File: config.mk
export PLATFORM = sky130hd
export DESIGN_NAME = uart_rx_frame_ctrl
export DESIGN_NICKNAME = d
export VERILOG_FILES = /design/src/rtl/uart_rx_frame_ctrl.sv
export SDC_FILE = /design/constraint.sdc
export NUM_CORES = 1
export LEC_CHECK = 0
export ABC_AREA = 1
export CORE_ASPECT_RATIO = 1.5
export CORE_MARGIN = 4
export CORE_UTILIZATION = 34
export DETAILED_ROUTE_END_ITERATION = 10
export MAX_ROUTING_LAYER = met4
export PLACE_DENSITY = 0.54
export SYNTH_ARGS = -nofsm -noshare
export SYNTH_HDL_FRONTEND = slang
export SYNTH_SLANG_ARGS = --single-unit
File: constraint.sdc
create_clock -name clk -period 1.59 [get_ports clk]
set_clock_uncertainty 0.15 [all_clocks]
set_input_delay 0.318 -clock clk [delete_from_list [all_inputs] [get_ports clk]]
set_output_delay 0.318 -clock clk [all_outputs]
set_load 0.1 [all_outputs]
File: src/rtl/uart_rx_frame_ctrl.sv
// uart_rx_frame_ctrl: pulls bytes from a first-word-fall-through UART RX FIFO,
// hunts for a SYNC byte, checks LEN, forwards LEN payload bytes on a
// valid/ready stream and verifies a trailing XOR checksum.
//
// Handshake: out_valid/out_data/out_last are presented combinationally from
// the FIFO head while in PAYLOAD; a byte transfers on a clock edge where
// out_valid && out_ready are both high. While out_ready is low the outputs
// hold (the FIFO head does not move), and out_valid never depends on
// out_ready.
module uart_rx_frame_ctrl #(
  parameter int           W         = 8,
  parameter logic [W-1:0] SYNC      = W'(8'hA5),
  parameter int           MAX_LEN   = 16,
  parameter int           TMO_TICKS = 320
) (
  input  logic         clk,
  input  logic         reset,
  input  logic         en,
  input  logic         s_tick,
  input  logic         rx_empty,
  input  logic [W-1:0] r_data,
  output logic         rd_uart,
  output logic [W-1:0] out_data,
  output logic         out_valid,
  input  logic         out_ready,
  output logic         out_last,
  output logic         frame_ok,
  output logic         frame_err,
  output logic [1:0]   err_code,
  output logic [7:0]   err_cnt,
  output logic         busy
);

  localparam int TW = $clog2(TMO_TICKS + 1);

  localparam logic [1:0] ERR_LEN  = 2'b01;
  localparam logic [1:0] ERR_CSUM = 2'b10;
  localparam logic [1:0] ERR_TMO  = 2'b11;

  typedef enum logic [1:0] {
    ST_IDLE    = 2'd0,
    ST_LEN     = 2'd1,
    ST_PAYLOAD = 2'd2,
    ST_CSUM    = 2'd3
  } state_t;

  // Current state is the FSM's observation point for bound checkers.
  state_t state;
  state_t state_n;

  logic [W-1:0]  rem_cnt;
  logic [W-1:0]  csum;
  logic [TW-1:0] tmo_cnt;

  logic       active;
  logic       len_bad;
  logic       tmo_hit;
  logic       ok_set;
  logic       err_set;
  logic [1:0] err_cause;

  // Reset gating keeps rd_uart low for the whole time reset is held.
  assign active  = en & reset;
  assign len_bad = (r_data == '0) || (r_data > W'(MAX_LEN));
  assign busy    = (state != ST_IDLE);

  // The edge on which the timeout count would reach TMO_TICKS. Counting only
  // happens with the FIFO empty, so a pop can never coincide with this.
  assign tmo_hit = active && (state != ST_IDLE) && rx_empty && s_tick &&
                   (tmo_cnt == TW'(TMO_TICKS - 1));

  // State register.
  always_ff @(posedge clk or negedge reset) begin
    if (!reset) begin
      state <= ST_IDLE;
    end else begin
      state <= state_n;
    end
  end

  // Next-state and status-decision logic.
  always_comb begin
    state_n   = state;
    ok_set    = 1'b0;
    err_set   = 1'b0;
    err_cause = 2'b00;
    if (!active) begin
      state_n = ST_IDLE;
    end else begin
      case (state)
        ST_IDLE: begin
          if (rd_uart && (r_data == SYNC)) begin
            state_n = ST_LEN;
          end
        end
        ST_LEN: begin
          if (rd_uart) begin
            if (len_bad) begin
              state_n   = ST_IDLE;
              err_set   = 1'b1;
              err_cause = ERR_LEN;
            end else begin
              state_n = ST_PAYLOAD;
            end
          end else if (tmo_hit) begin
            state_n   = ST_IDLE;
            err_set   = 1'b1;
            err_cause = ERR_TMO;
          end
        end
        ST_PAYLOAD: begin
          if (rd_uart) begin
            if (rem_cnt == W'(1)) begin
              state_n = ST_CSUM;
            end
          end else if (tmo_hit) begin
            state_n   = ST_IDLE;
            err_set   = 1'b1;
            err_cause = ERR_TMO;
          end
        end
        ST_CSUM: begin
          if (rd_uart) begin
            state_n = ST_IDLE;
            if (r_data == csum) begin
              ok_set = 1'b1;
            end else begin
              err_set   = 1'b1;
              err_cause = ERR_CSUM;
            end
          end else if (tmo_hit) begin
            state_n   = ST_IDLE;
            err_set   = 1'b1;
            err_cause = ERR_TMO;
          end
        end
        default: state_n = ST_IDLE;
      endcase
    end
  end

  // FIFO pop and payload stream outputs.
  always_comb begin
    rd_uart   = 1'b0;
    out_valid = 1'b0;
    out_last  = 1'b0;
    out_data  = r_data;
    if (active) begin
      case (state)
        ST_PAYLOAD: begin
          out_valid = ~rx_empty;
          out_last  = ~rx_empty && (rem_cnt == W'(1));
          rd_uart   = ~rx_empty & out_ready;
        end
        default: begin
          rd_uart = ~rx_empty;
        end
      endcase
    end
  end

  // Remaining-byte counter and running checksum.
  always_ff @(posedge clk or negedge reset) begin
    if (!reset) begin
      rem_cnt <= '0;
      csum    <= '0;
    end else if (rd_uart && (state == ST_LEN) && !len_bad) begin
      rem_cnt <= r_data;
      csum    <= r_data;
    end else if (rd_uart && (state == ST_PAYLOAD)) begin
      rem_cnt <= rem_cnt - W'(1);
      csum    <= csum ^ r_data;
    end
  end

  // Inter-byte timeout: counts ticks only while waiting on an empty FIFO
  // mid-frame, so a consumer stall (FIFO not empty) never advances it.
  always_ff @(posedge clk or negedge reset) begin
    if (!reset) begin
      tmo_cnt <= '0;
    end else if (!active || rd_uart || (state_n == ST_IDLE)) begin
      tmo_cnt <= '0;
    end else if (rx_empty && s_tick) begin
      tmo_cnt <= tmo_cnt + TW'(1);
    end
  end

  // Registered status pulses, sticky error cause and wrapping error count.
  always_ff @(posedge clk or negedge reset) begin
    if (!reset) begin
      frame_ok  <= 1'b0;
      frame_err <= 1'b0;
      err_code  <= 2'b00;
      err_cnt   <= 8'd0;
    end else begin
      frame_ok  <= ok_set;
      frame_err <= err_set;
      if (err_set) begin
        err_code <= err_cause;
        err_cnt  <= err_cnt + 8'd1;
      end
    end
  end

endmodule

==> results.md <==
* Status: complete, but fails checks
* Failing checks: hold timing, setup timing
* CP max FO at 2
* Final Util at 0.671
* Setup WS pre-CTS at -0.647 ns
* Combinational Power Share at 0.159
* EDFF count, synth at 0
* Pwr dens at 505 nW/um^2
* Busiest layer in global routing: met2
* Final Hold Fails at 39
* Asr flop ratio synth at 1.00
* Initial core utilization at 0.354
* Overall Power at 2.24 mW
* Ant diodes at 0
* Initial antenna violation count at 0
* Cts bufs inserted at 5
* Clock root buffer: clkbuf_8
* Number of nets in the layout at 437
* Port Buffers at 37
* RSZ-0062 raised after global routing: true
* Layout area overhead at 89.5%
* Hold Path Class: in2async
* Yosys warnings at 0
* DRT antenna net count at 0
* Via count at 2426
* Maximum clock insertion buffer count at 2
* Wire length per cell at 14.7 microns
* Share of layout cells above drive strength 1 at 0.567
* Die area at 8310 sq um
* Final HPWL DP at 4.65 mm
* Period utilization at 1.23
* GR Overflow Total at 0
* Core ar. at 6620 sq um
* Worst setup SP type: register
* Crit Path Category: reg2out
* Clock Sinks at 39
* Grt met2 use at 0.350
* CP endpoint kind: output pin
* Grt met3 use at 0.0311
* Mapped cell area at 2340 sq um
* Vias per cell at 4.89
* Worst rel slew slack at 0.650
* Mean Syn Cell Area at 8.46 sq um
* Final WL at 7.30 mm
* Met1 Track Usage GR at 0.215
* CTS tree: done
* Clock power share at 0.396
* Largest net degree at the start of global routing at 40
* Net switching power figure at 0.595 mW
* Pre-Repair DR Iteration Count at 4
* Worst hold margin at -0.0301 ns
* Row cnt at 36
* Skew-Pair Late Insertion Delay at 0.30 ns
* FMAX at 0.512 GHz
* Die height at 110 microns
* VDD IR max at 0.394 mV
* Worst-Margin Slew at 0.526 ns
* Reg power frac at 0.444
* Die X at 75.8 microns
* Worst-path clk slew at 0.08 ns
* Sw Ratio at 0.265
* Min Clock Period, post-route at 1.95 ns
* Worst endpoint required time at 1.12 ns
* Leakage at 2.18 nW
* Final Slew Violations at 0
* Final setup violation count at 42
* DRT iter0 DRCs at 110
* #FFs+latches synth at 39
* Final setup margin at -0.361 ns
* Int Power at 1.65 mW
* Routability congestion estimate at 0.797
* Total GRT Usage at 0.197
* Vias in the first global route at 2547
* Netlist cell types at 32
* # IOs at 38
* Post-synthesis sequential area ratio at 0.416
* Max cap viols at 0
* Final setup TNS at -9.11 ns
* WP data arrival at 1.48 ns
* H-tree levels at 2
* Post-Syn Nets at 295
* Main synth FF type: dfrtp_1
* DRC Markers at 0
* Gate count of the mapped netlist at 277
* First-pass GRT wire length at 12.0 mm
[cell usage in the layout, fill, tap and decap left out, types with 2 or more instances in the layout]
cell type and n:
buf_4 76, nand2_1 37, dfrtp_1 31, buf_12 29, buf_6 26, inv_1 17
xor2_1 17, nor2_1 16, nand2_2 15, nand4_1 13, nand2_4 11, nor2_2 10
nand3_1 10, dlygate4sd2_1 10, nor2_4 8, dfrtp_2 8, o211ai_1 7, nand3_4 6
nor3_1 6, clkbuf_8 6, inv_2 5, nor3_2 5, nand3_2 5, xnor2_1 4
nand2_8 3, o21ai_1 3, inv_4 3, xnor2_2 3, o21ai_2 2, xor2_2 2
a21oi_1 2, a22o_1 2, ha_1 2, buf_2 2
[flip-flops by register name, indices dropped and copies added (netlist names)]
register   cells
tmo_cnt        9
csum           8
frame_err      1
err_cnt        8
rem_cnt        8
state          2
err_code       2
frame_ok       1
[cells in the mapped netlist, types with 5 or more instances]
cell type | number | area share
buf_4 | 8 | 0.026
dfrtp_1 | 39 | 0.42
inv_1 | 24 | 0.038
inv_2 | 5 | 0.0080
nand2_1 | 58 | 0.093
nand2_2 | 5 | 0.013
nand3_1 | 15 | 0.032
nand4_1 | 13 | 0.035
nor2_1 | 26 | 0.042
nor2_2 | 5 | 0.013
nor3_1 | 12 | 0.026
o211ai_1 | 7 | 0.022
xnor2_1 | 7 | 0.026
xor2_1 | 19 | 0.071
[critical path, cell delays in order (launching register included)]
cell and delay, ns:
dfrtp_1 0.41, inv_2 0.07, nor2_4 0.15, buf_6 0.14
inv_4 0.04, nor3_4 0.18, buf_12 0.20
[stage by stage]
stage	instances	hold WS [ns]	instance area [sq um]
2_1_floorplan	277	-0.128	2400
3_3_place_gp	452	0.320	3600
3_5_place_dp	452	0.324	3600
4_1_cts	486	0.00181	4200
5_1_grt	496	0.00808	4440
6_report	496	-0.0301	4440
[power groups by stage]
stage          Combinational, mW  Sequential [mW]  Clock (mW)
6_report                   0.357            0.997       0.889
5_1_grt                    0.377            0.998       0.944
4_1_cts                    0.349            0.997       0.900
3_5_place_dp               0.330             1.02           0
3_3_place_gp               0.329             1.02           0
2_1_floorplan              0.147             1.03           0
[layer usage]
metal / share of wire / routed length (microns) / vias to the layer above
met4: 0.036 / 265 / 0
met3: 0.033 / 239 / 24
met5: 0 / 0 / -
met1: 0.35 / 2590 / 1139
met2: 0.58 / 4200 / 72
li1: - / - / 1191
[cells by family after synthesis]
family,share of synthesized area
multiplexers,0.00427
XOR/XNOR,0.0972
AND/OR/NAND/NOR,0.317
buffers and inverters,0.0881
flip-flops,0.416
AO/OA/AOI/OAI,0.0555
adder cells (fa/ha/maj),0.0214
[path summary, 6_finish.rpt]
path	from	endpoint	slack, ns	cells past startpoint
hold / removal	reset	err_cnt[1]	-0.03	2
max in group asynchronous	reset	err_cnt[6]	0.94	2
setup reg to reg	state[1]	err_cnt[0]	-0.31	11
setup / recovery	state[1]	out_last	-0.36	6
min in group clk	csum[5]	csum[5]	0.37	2
hold reg to reg	csum[5]	csum[5]	0.37	2
[timing repair]
action,in CTS,in global routing
hold buffers,0,0
gates cloned,3,0
setup buffers,25,13
endpoints found under the setup margin,50,43
pin swaps,41,33
resized for setup,92,44
[layout make-up]
| cell class | count | area [sq um] |
|---|---|---|
| multi-input combinational | 199 | 1530 |
| timing repair buffer | 144 | 1550 |
| inverter | 29 | 154 |
| sequential | 39 | 986 |
| clock buffer | 6 | 82.6 |
| fill | 494 | 2180 |
| timing repair inverter | 1 | 7.51 |
| clock inverter | 2 | 35.0 |
| tap | 76 | 95.1 |
Power figures use the tool's default switching activity.
